$ cat config.mk
export PLATFORM = sky130hd
export DESIGN_NAME = sram_line_sequencer
export DESIGN_NICKNAME = d
export VERILOG_FILES = /design/src/rtl/sram_line_pkg.sv /design/src/rtl/sram_line_buf.sv /design/src/rtl/sram_line_sequencer.sv
export SDC_FILE = /design/constraint.sdc
export NUM_CORES = 2
export LEC_CHECK = 0
export BUFFER_PORTS_ARGS = -buffer_cell sky130_fd_sc_hd__buf_2
export CAP_MARGIN = 10
export CORE_AREA = 2 2 697 699
export DETAILED_ROUTE_END_ITERATION = 8
export DIE_AREA = 0 0 699 701
export HOLD_SLACK_MARGIN = 0.03
export PLACE_DENSITY_LB_ADDON = 0.2
export SETUP_SLACK_MARGIN = 0.3
export SYNTH_ARGS = -nofsm -noshare
export SYNTH_HDL_FRONTEND = slang
export SYNTH_HIERARCHICAL = 1
export SYNTH_SLANG_ARGS = --single-unit
$ cat constraint.sdc
create_clock -name clk -period 5.2 [get_ports clk]
set_input_delay 0.26 -clock clk [delete_from_list [all_inputs] [get_ports clk]]
set_output_delay 0.26 -clock clk [all_outputs]
set_load 0.03 [all_outputs]
$ cat src/rtl/sram_line_pkg.sv
// Shared definitions for the SRAM line sequencer.
// Holds the line geometry, the FSM state type, and a helper that builds a
// word byte address from a line address and a word index.
// Optional build macro used by the sequencer: SRAM_SKIP_MASKED_EN.
package sram_line_pkg;

  localparam int WORDS     = 16;
  localparam int WORD_W    = 48;
  localparam int DM_W      = 6;
  localparam int LINE_W    = WORDS * WORD_W;  // 768
  localparam int LINE_DM_W = WORDS * DM_W;    // 96
  localparam int CNT_W     = 4;

  typedef enum logic [1:0] {
    IDLE   = 2'd0,
    ACCESS = 2'd1,
    ACK    = 2'd2
  } state_t;

  // Word byte address: 64-byte line base, 4-byte word stride.
  function automatic logic [31:0] word_addr(input logic [25:0] line_base,
                                            input logic [CNT_W-1:0] idx);
    return {line_base, idx, 2'b00};
  endfunction

endpackage

$ cat src/rtl/sram_line_buf.sv
// Read capture buffer: 16 words x 48 bits.
// Ports:
//   clk, rst  - clock, synchronous active-high reset (clears all words)
//   we        - write enable for one word
//   idx       - word index written when we=1
//   wdata     - word data
//   line      - all 16 words flattened, word i at [i*48 +: 48]
module sram_line_buf
  import sram_line_pkg::*;
(
  input  logic              clk,
  input  logic              rst,
  input  logic              we,
  input  logic [CNT_W-1:0]  idx,
  input  logic [WORD_W-1:0] wdata,
  output logic [LINE_W-1:0] line
);

  logic [WORD_W-1:0] mem [WORDS];

  always_ff @(posedge clk) begin
    if (rst) begin
      for (int i = 0; i < WORDS; i++) mem[i] <= '0;
    end else if (we) begin
      mem[idx] <= wdata;
    end
  end

  for (genvar g = 0; g < WORDS; g++) begin : g_flat
    assign line[g*WORD_W +: WORD_W] = mem[g];
  end

endmodule

$ cat src/rtl/sram_line_sequencer.sv
// Splits a 16-word line request into 16 single-word SRAM accesses.
// Ports:
//   clk, rst      - clock, synchronous active-high reset
//   ws_addr       - line byte address (bits [5:0] ignored)
//   ws_din/ws_dm  - write line and per-word byte-lane masks
//   ws_stb/ws_we  - line request strobe / 1 = write, 0 = read
//   ws_ack        - one-cycle line-complete pulse
//   ws_dout       - last read line (changes only on read accepts)
//   sram_addr/din/dm/stb - word request to the SRAM controller (dm=0 means read)
//   sram_dout     - word read data, valid in the accept cycle
//   sram_nak      - controller busy; word accepted when sram_stb=1 and sram_nak=0
//   fsm_state     - current FSM state for observation
// Build macro SRAM_SKIP_MASKED_EN: write words with an all-zero mask are not
// issued (sram_stb=0 for that slot) but still take one cycle.
//
// Handshake: sram_* outputs are registered and only move after an accept
// (or a skipped slot); while sram_nak=1 they hold and the word counter stays.
module sram_line_sequencer
  import sram_line_pkg::*;
(
  input  logic                 clk,
  input  logic                 rst,
  input  logic [31:0]          ws_addr,
  input  logic [LINE_W-1:0]    ws_din,
  input  logic [LINE_DM_W-1:0] ws_dm,
  input  logic                 ws_stb,
  input  logic                 ws_we,
  output logic                 ws_ack,
  output logic [LINE_W-1:0]    ws_dout,
  output logic [31:0]          sram_addr,
  output logic [WORD_W-1:0]    sram_din,
  output logic [DM_W-1:0]      sram_dm,
  output logic                 sram_stb,
  input  logic [WORD_W-1:0]    sram_dout,
  input  logic                 sram_nak,
  output state_t               fsm_state
);

  state_t               state;
  logic [CNT_W-1:0]     cnt;
  logic [CNT_W-1:0]     cnt_nxt;
  logic [25:0]          line_q;
  logic [LINE_W-1:0]    din_q;
  logic [LINE_DM_W-1:0] dm_q;
  logic                 we_q;

  logic                 accept;
  logic                 advance;
  logic [WORD_W-1:0]    nxt_din;
  logic [DM_W-1:0]      nxt_dm;
  logic [DM_W-1:0]      first_dm;
  logic                 nxt_issue;
  logic                 first_issue;
  logic                 unused_addr_bits;

  assign unused_addr_bits = ^ws_addr[5:0];
  assign fsm_state        = state;

  assign accept  = (state == ACCESS) && sram_stb && !sram_nak;
  assign cnt_nxt = cnt + 4'd1;

  // Word presented after the current one is accepted (read lanes forced to 0).
  assign nxt_din  = din_q[cnt_nxt*WORD_W +: WORD_W];
  assign nxt_dm   = we_q ? dm_q[cnt_nxt*DM_W +: DM_W] : '0;
  assign first_dm = ws_we ? ws_dm[DM_W-1:0] : '0;

`ifdef SRAM_SKIP_MASKED_EN
  // A slot with sram_stb=0 in ACCESS is a skipped write word: it advances
  // without waiting for the controller.
  assign advance     = accept || ((state == ACCESS) && !sram_stb);
  assign nxt_issue   = !(we_q && (nxt_dm == '0));
  assign first_issue = !(ws_we && (first_dm == '0));
`else
  assign advance     = accept;
  assign nxt_issue   = 1'b1;
  assign first_issue = 1'b1;
`endif

  always_ff @(posedge clk) begin
    if (rst) begin
      state     <= IDLE;
      cnt       <= '0;
      line_q    <= '0;
      din_q     <= '0;
      dm_q      <= '0;
      we_q      <= 1'b0;
      ws_ack    <= 1'b0;
      sram_addr <= '0;
      sram_din  <= '0;
      sram_dm   <= '0;
      sram_stb  <= 1'b0;
    end else begin
      case (state)
        IDLE: begin
          ws_ack <= 1'b0;
          if (ws_stb) begin
            line_q    <= ws_addr[31:6];
            din_q     <= ws_din;
            dm_q      <= ws_dm;
            we_q      <= ws_we;
            cnt       <= '0;
            sram_addr <= word_addr(ws_addr[31:6], 4'd0);
            sram_din  <= ws_din[WORD_W-1:0];
            sram_dm   <= first_dm;
            sram_stb  <= first_issue;
            state     <= ACCESS;
          end
        end
        ACCESS: begin
          if (advance) begin
            if (cnt == 4'd15) begin
              state    <= ACK;
              ws_ack   <= 1'b1;
              sram_stb <= 1'b0;
              sram_dm  <= '0;
            end else begin
              cnt       <= cnt_nxt;
              sram_addr <= word_addr(line_q, cnt_nxt);
              sram_din  <= nxt_din;
              sram_dm   <= nxt_dm;
              sram_stb  <= nxt_issue;
            end
          end
        end
        ACK: begin
          ws_ack <= 1'b0;
          state  <= IDLE;
        end
        default: begin
          state    <= IDLE;
          ws_ack   <= 1'b0;
          sram_stb <= 1'b0;
        end
      endcase
    end
  end

  // Only read accepts touch the capture buffer, so ws_dout holds across
  // writes and idle time.
  sram_line_buf u_buf (
    .clk   (clk),
    .rst   (rst),
    .we    (accept && !we_q),
    .idx   (cnt),
    .wdata (sram_dout),
    .line  (ws_dout)
  );

endmodule

== After elaboration in Yosys (flattened, before gate mapping) ==
Memory sizes are Yosys's and may differ from the RTL's.
Cells that the tools add are included.
Storage, ports and cells
  bits in registers: 985
  bits in latches: 0
  RAM bits: 768
  memory bits (read-only): 0
  bits of input ports: 949
  output and inout port bits: 858
  logic and storage cells: 75
  memories kept: 1
Memory list
  u_buf.mem: words 16, bits a word 48, rd ports 16, clocked after Yosys merged registers in 0, wr ports 16, RTL line sram_line_buf.sv:19  | logic [WORD_W-1:0] mem [WORDS];
Operators by class
  add/sub/neg operators: 1
  $mul: 2
  div/mod/pow operators: 0
  magnitude comparators: 0
  eq/ne operators: 7
  shifts and indexed selects: 2
  mux-type cells: 34
  bitwise gates (word level): 2
  reductions and logical operators: 15
Operators with widths (count)
  indexed part select 768 x 11 -> 48 bit: 1
  two-way mux 48 bit: 4
  two-way mux 32 bit: 3
  case mux 48 bit (2 select lines): 1
  indexed part select 96 x 8 -> 6 bit: 1
  case mux 32 bit (2 select lines): 1
  OR reduction 48 bit: 1
  two-way mux 6 bit: 5
  two-way mux 4 bit: 4
  multiplier 4 x 2 -> 6 bit (second input constant): 2
  case mux 6 bit (2 select lines): 1
  two-way mux 1 bit: 9
  AND reduction 3 bit: 3
  case mux 4 bit (2 select lines): 1
  two-way mux 2 bit: 3
  != test 2 bit (second input constant): 3
  adder 4 x 1 -> 4 bit (second input constant): 1
  equality test 4 bit (second input constant): 1
  case mux 2 bit (2 select lines): 1
  AND reduction 2 bit: 2
  AND reduction 4 bit: 1
  logical AND 1 bit: 3
  case mux 1 bit (3 select lines): 1
  equality test 2 x 1 -> 1 bit (second input constant): 1
  other kinds (7): 9

== Logic depth before layout (Yosys ltp) ==
  depth in word-level cells: 9
  mapped depth: 10
  depth with buffers taken out: 6

== By module ==
The synthesis kept the hierarchy.
By module, submodules not included
  sram_line_sequencer: instances 1, cells an instance 4726, area each 40448.8 um^2, seq. area each 19598.8 um^2
  sram_line_buf: instances 1, cells an instance 1832, area each 28977.8 um^2, seq. area each 23062.1 um^2

== Worst setup path before layout ==
OpenSTA, ideal clock, no wires.
  kind: register to register
  from: register state[0], in the netlist fsm_state[0]
  to: memory u_buf.mem[1][0], enable pin
  setup time: 0.464 ns
  arrival time: 4.592 ns
  data required time: 4.736 ns
  slack: 0.144 ns
  cell stages (with the launch flop): 10
  path buffers: 5
  clock period less this slack: 5.056 ns
  cell sequence: dfxtp_1 > nand2b_1 > clkbuf_1 > clkbuf_1 > buf_1 > nor3_1 > or4b_1 > buf_2 > buf_2 > o21bai_1
RTL lines
  start, declared: RTL line sram_line_sequencer.sv:39  | state_t state;
  start signal, assigned: RTL line sram_line_sequencer.sv:81  | state <= IDLE;
  start signal, assigned: RTL line sram_line_sequencer.sv:106  | state <= ACCESS;
  start signal, assigned: RTL line sram_line_sequencer.sv:112  | state <= ACK;
  end, declared: RTL line sram_line_buf.sv:19

== Worst setup path after layout ==
  from: register cnt[1]
  to: register sram_din[39]
On the way
  word-level cells in the longest chain between the ends: 6
  elaborated cells between the ends (all ways): 9
  classes of those cells: add/sub (1); mul (1); eq/ne (2); shift (1); mux (3); reduce/logical (1)
Ends and longest elaborated chain
  start, declared: RTL line sram_line_sequencer.sv:40  | logic [CNT_W-1:0] cnt;
  start signal, assigned: RTL line sram_line_sequencer.sv:117  | cnt <= cnt_nxt;
  adder 4 x 1 -> 4 bit: RTL line sram_line_sequencer.sv:60  | assign cnt_nxt = cnt + 4'd1;
  multiplier 4 x 2 -> 6 bit: RTL line sram_line_sequencer.sv:63  | assign nxt_din = din_q[cnt_nxt*WORD_W +: WORD_W];
  indexed part select 768 x 11 -> 48 bit: RTL line sram_line_sequencer.sv:63
  two-way mux 48 bit: RTL line sram_line_sequencer.sv:111  | if (cnt == 4'd15) begin
  two-way mux 48 bit: RTL line sram_line_sequencer.sv:110  | if (advance) begin
  case mux 48 bit (2 select lines): RTL line sram_line_sequencer.sv:93  | case (state)
  end signal, assigned: RTL line sram_line_sequencer.sv:103  | sram_din <= ws_din[WORD_W-1:0];
  end signal, assigned: RTL line sram_line_sequencer.sv:119  | sram_din <= nxt_din;
  end, declared: RTL line sram_line_sequencer.sv:31  | output logic [WORD_W-1:0] sram_din,
Parallel ways exist; a longest one is shown, timed or not. The select of a mux whose other input is x is not followed.
A chain may end at the register's enable or synchronous reset.

==> reports/summary.txt <==
Result of the run: completed
Final worst clock skew: 52.7 ps
Worst Hold Launch: sram_dout[46]
Required arrival time at the worst endpoint: 5950 ps
# DRC: 0
Synthesized-area fraction occupied by ao, oa, aoi and oai cells: 8.33%
Least-Margin Pin Slew: 1400 ps
Average footprint of a synthesized cell: 10.6 µm²
Final setup violating endpoints: 0
Global-route wire length before repair: 536000 µm
Largest family of logic cells by synthesized area: simple AND/OR/NAND/NOR gates
Later-pin clock latency in the skew report: 930 ps
Kind of end point of the critical path: flip-flop
Clock transition at the register clock pins on the worst setup and hold paths after CTS: 60 ps
Setup repair after global routing missed its margin: false
CP cell instances: ha_4, buf_4, mux4_2, mux2_2, a22oi_1, a311oi_1
Largest voltage drop on the vdd net: 265 µV
Total overflow reported by the global router: 0
Crit Reg-Reg Endpoint: sram_din[39]
WHS: 113 ps
Post-synth design cell area: 0.0694 mm²
Vias post-DR: 61966
Most common cell after layout, fill and taps aside: nand2_1
Max-cap check violation count: 0
Synth async-reset ratio: 0%
Starting Density: 14.4%
Number of CTS-inserted buffers: 221
Share of post-route cells with drive strength above 1: 29.4%
Area share of fa/ha/maj cells after synthesis: 0.0180%
Number of I/O pins: 1807
WP data arrival: 4280 ps
Growth of design area from synthesis to finish: 49.0%
Most used cells in the layout excluding fill and tap cells: nand2_1, buf_2, dlygate4sd3_1, dfxtp_1, a21oi_1
Sort of element at the start of the critical path: flip-flop
Normalized max-slew margin: 6.70%
RePlAce Congestion: 0.816
Via count of the first global-routing pass: 63589
Crit-path leading delay family: multiplexers
Antenna violations before repair: 173
Number of rows in the core area: 255
Via density per instance: 3.91
Post-synthesis sequential area ratio: 61.4%
Final ANT Viol Nets: 0
Proportion of synthesized area in mux cells: 9.06%
Final Hold Fails: 0
Synth top area share: 33.2%
Final worst path period need: 3540 ps
Critical-path top delay cell: dfxtp_1
Bufs and invs on worst path: 1
Hold worst-path end: u_buf/mem[2][46]
Simple logic cell fraction of the synthesized area: 17.0%
Yosys warns: 6
CTS sink count: 1747
Worst reg2reg setup slack: 1660 ps
Leakage dissipation: 38.9 nW
Maximum number of pins on one net before global-route repair: 210
Final critical-path share of the clock period: 68.0%
Instance count of the mapped netlist: 6558
Overall die area: 0.490 mm²
Critical register-to-register path startpoint: cnt[1]
Routed length per placed instance: 25.3 µm
Path depth of the worst reg2reg path: 6
Number of iterations in the first detailed-routing pass: 5
Main flop type after synthesis: dfxtp_1
Biggest cell delay along the critical path: 880 ps
FMAX: 0.283 GHz
Number of H-tree levels: 4
Vertical die dimension: 701 µm
Final-report max-slew violation count: 0
Synthesized flop and latch total: 1747
Final Core Density: 21.5%
Number of nets in the layout: 10087
Post-Route WL: 401000 µm
Area leader, netlist: edfxtp_1
Total routing usage reported by global routing: 15.6%
Tot Pwr: 35.6 mW
Core Footprint: 0.482 mm²
Detailed placer's ending HPWL: 296000 µm
Summed negative setup slack over all endpoints: 0 ps
EDFF count, synth: 768
Count of different cell masters after synthesis: 42
Maximum net fanout on the critical path: 21
Post-synthesis share of cell area spent on xor and xnor gates: 0.0360%
Kind of critical path: flip-flop to flip-flop
WHS Path Cells: 3
Path category of the worst min-delay check: input port to flip-flop
Number of buffers on the longest clock path: 4
Count of port buffers added during placement: 1798
CTS Root Cell: clkbuf_16
Number of gates resized after cts: 0
CTS tree: yes
1st-iter DRT viols: 3729
Die W: 699 µm
Power density over the cells: 344 mW/mm²
Ranking of synthesized cells by area: edfxtp_1, dfxtp_1, nand2_1
[worst max-delay path by stage]
stage / end / depth (start not counted) / slack (ps) / from
detailed placement: sram_din[43] / 7 / 1580 / cnt[1]
floorplan: u_buf/mem[13][0] / 9 / 270 / fsm_state[0]
CTS: sram_din[38] / 6 / 1570 / cnt[1]
finish: sram_din[39] / 6 / 1660 / cnt[1]
global placement: sram_din[43] / 7 / 1600 / cnt[1]
global route: sram_din[31] / 6 / 1530 / cnt[1]
[per-stage QoR]
stage	setup slack, ps	instances	area, µm²
floorplan	265	6559	69400
global placement	1600	14300	85600
detailed placement	1580	14301	85700
CTS	1570	15743	103000
global route	1530	15829	103000
finish	1660	15860	103000
[where the power goes]
part           switching [mW]  internal, mW  total [mW]  leakage [nW]
combinational            3.13          1.70        4.82          19.5
sequential              0.336          15.0        15.3          16.0
clock                    6.60          8.85        15.5          3.49
[area by class of cell]
class | instances | area (µm²)
timing repair buffer | 2981 | 20900
clock inverter | 94 | 927
clock buffer | 310 | 6200
antenna | 117 | 293
sequential | 1747 | 42700
fill | 52937 | 378000
tap | 6425 | 8040
inverter | 50 | 188
multi-input combinational | 4136 | 24200
[state kept, by name, summed over array words and instances, names as in the netlist, 3 cells and up]
signal,count
line_q,26
sram_din,48
u_buf/mem,768
sram_addr,27
dm_q,96
din_q,768
cnt,3
sram_dm,6
[cells in the mapped netlist, drive strengths merged (2+ instances only)]
master   count
edfxtp     768
a21oi      893
nor2b        5
nor3       770
o211ai       6
nand3       11
mux2i       77
xor2         2
nand3b       2
clkbuf     466
mux2        58
a32oi       44
dfxtp      979
o21ai      118
a22oi        5
nor2        19
inv         50
nand2     1863
buf        160
mux4       216
nand2b       8
a311oi      10
nand4bb      2
o21bai      16
[cell families after synthesis]
kind of cell             after synthesis
buffers and inverters                676
multiplexers                         351
adder cells (fa/ha/maj)                1
XOR/XNOR                               2
AO/OA/AOI/OAI                       1096
AND/OR/NAND/NOR                     2684
other                                  1
flip-flops                          1747
[layer usage]
layer,routed length (µm),share of wire (%),track usage (%),vias up
met3,22900,5.7,3.53,705
met5,512,0.13,0,-
met1,143000,36,16.1,30818
met4,19900,5.0,6.81,86
li1,-,-,-,28270
met2,215000,54,30.0,2087
[worst reg2reg max path, stage by stage, from the launching register on]
cell and delay, ps:
dfxtp_1 880, ha_4 600, buf_4 560, mux4_2 660, mux2_2 290, a22oi_1 270
a311oi_1 140
[what timing repair did]
item / CTS / global route
hold buffers: 1038 / 0
setup buffers: 0 / 0
endpoints found under the hold margin: 1208 / 0
Note: power is estimated with default switching activity, not from simulation.
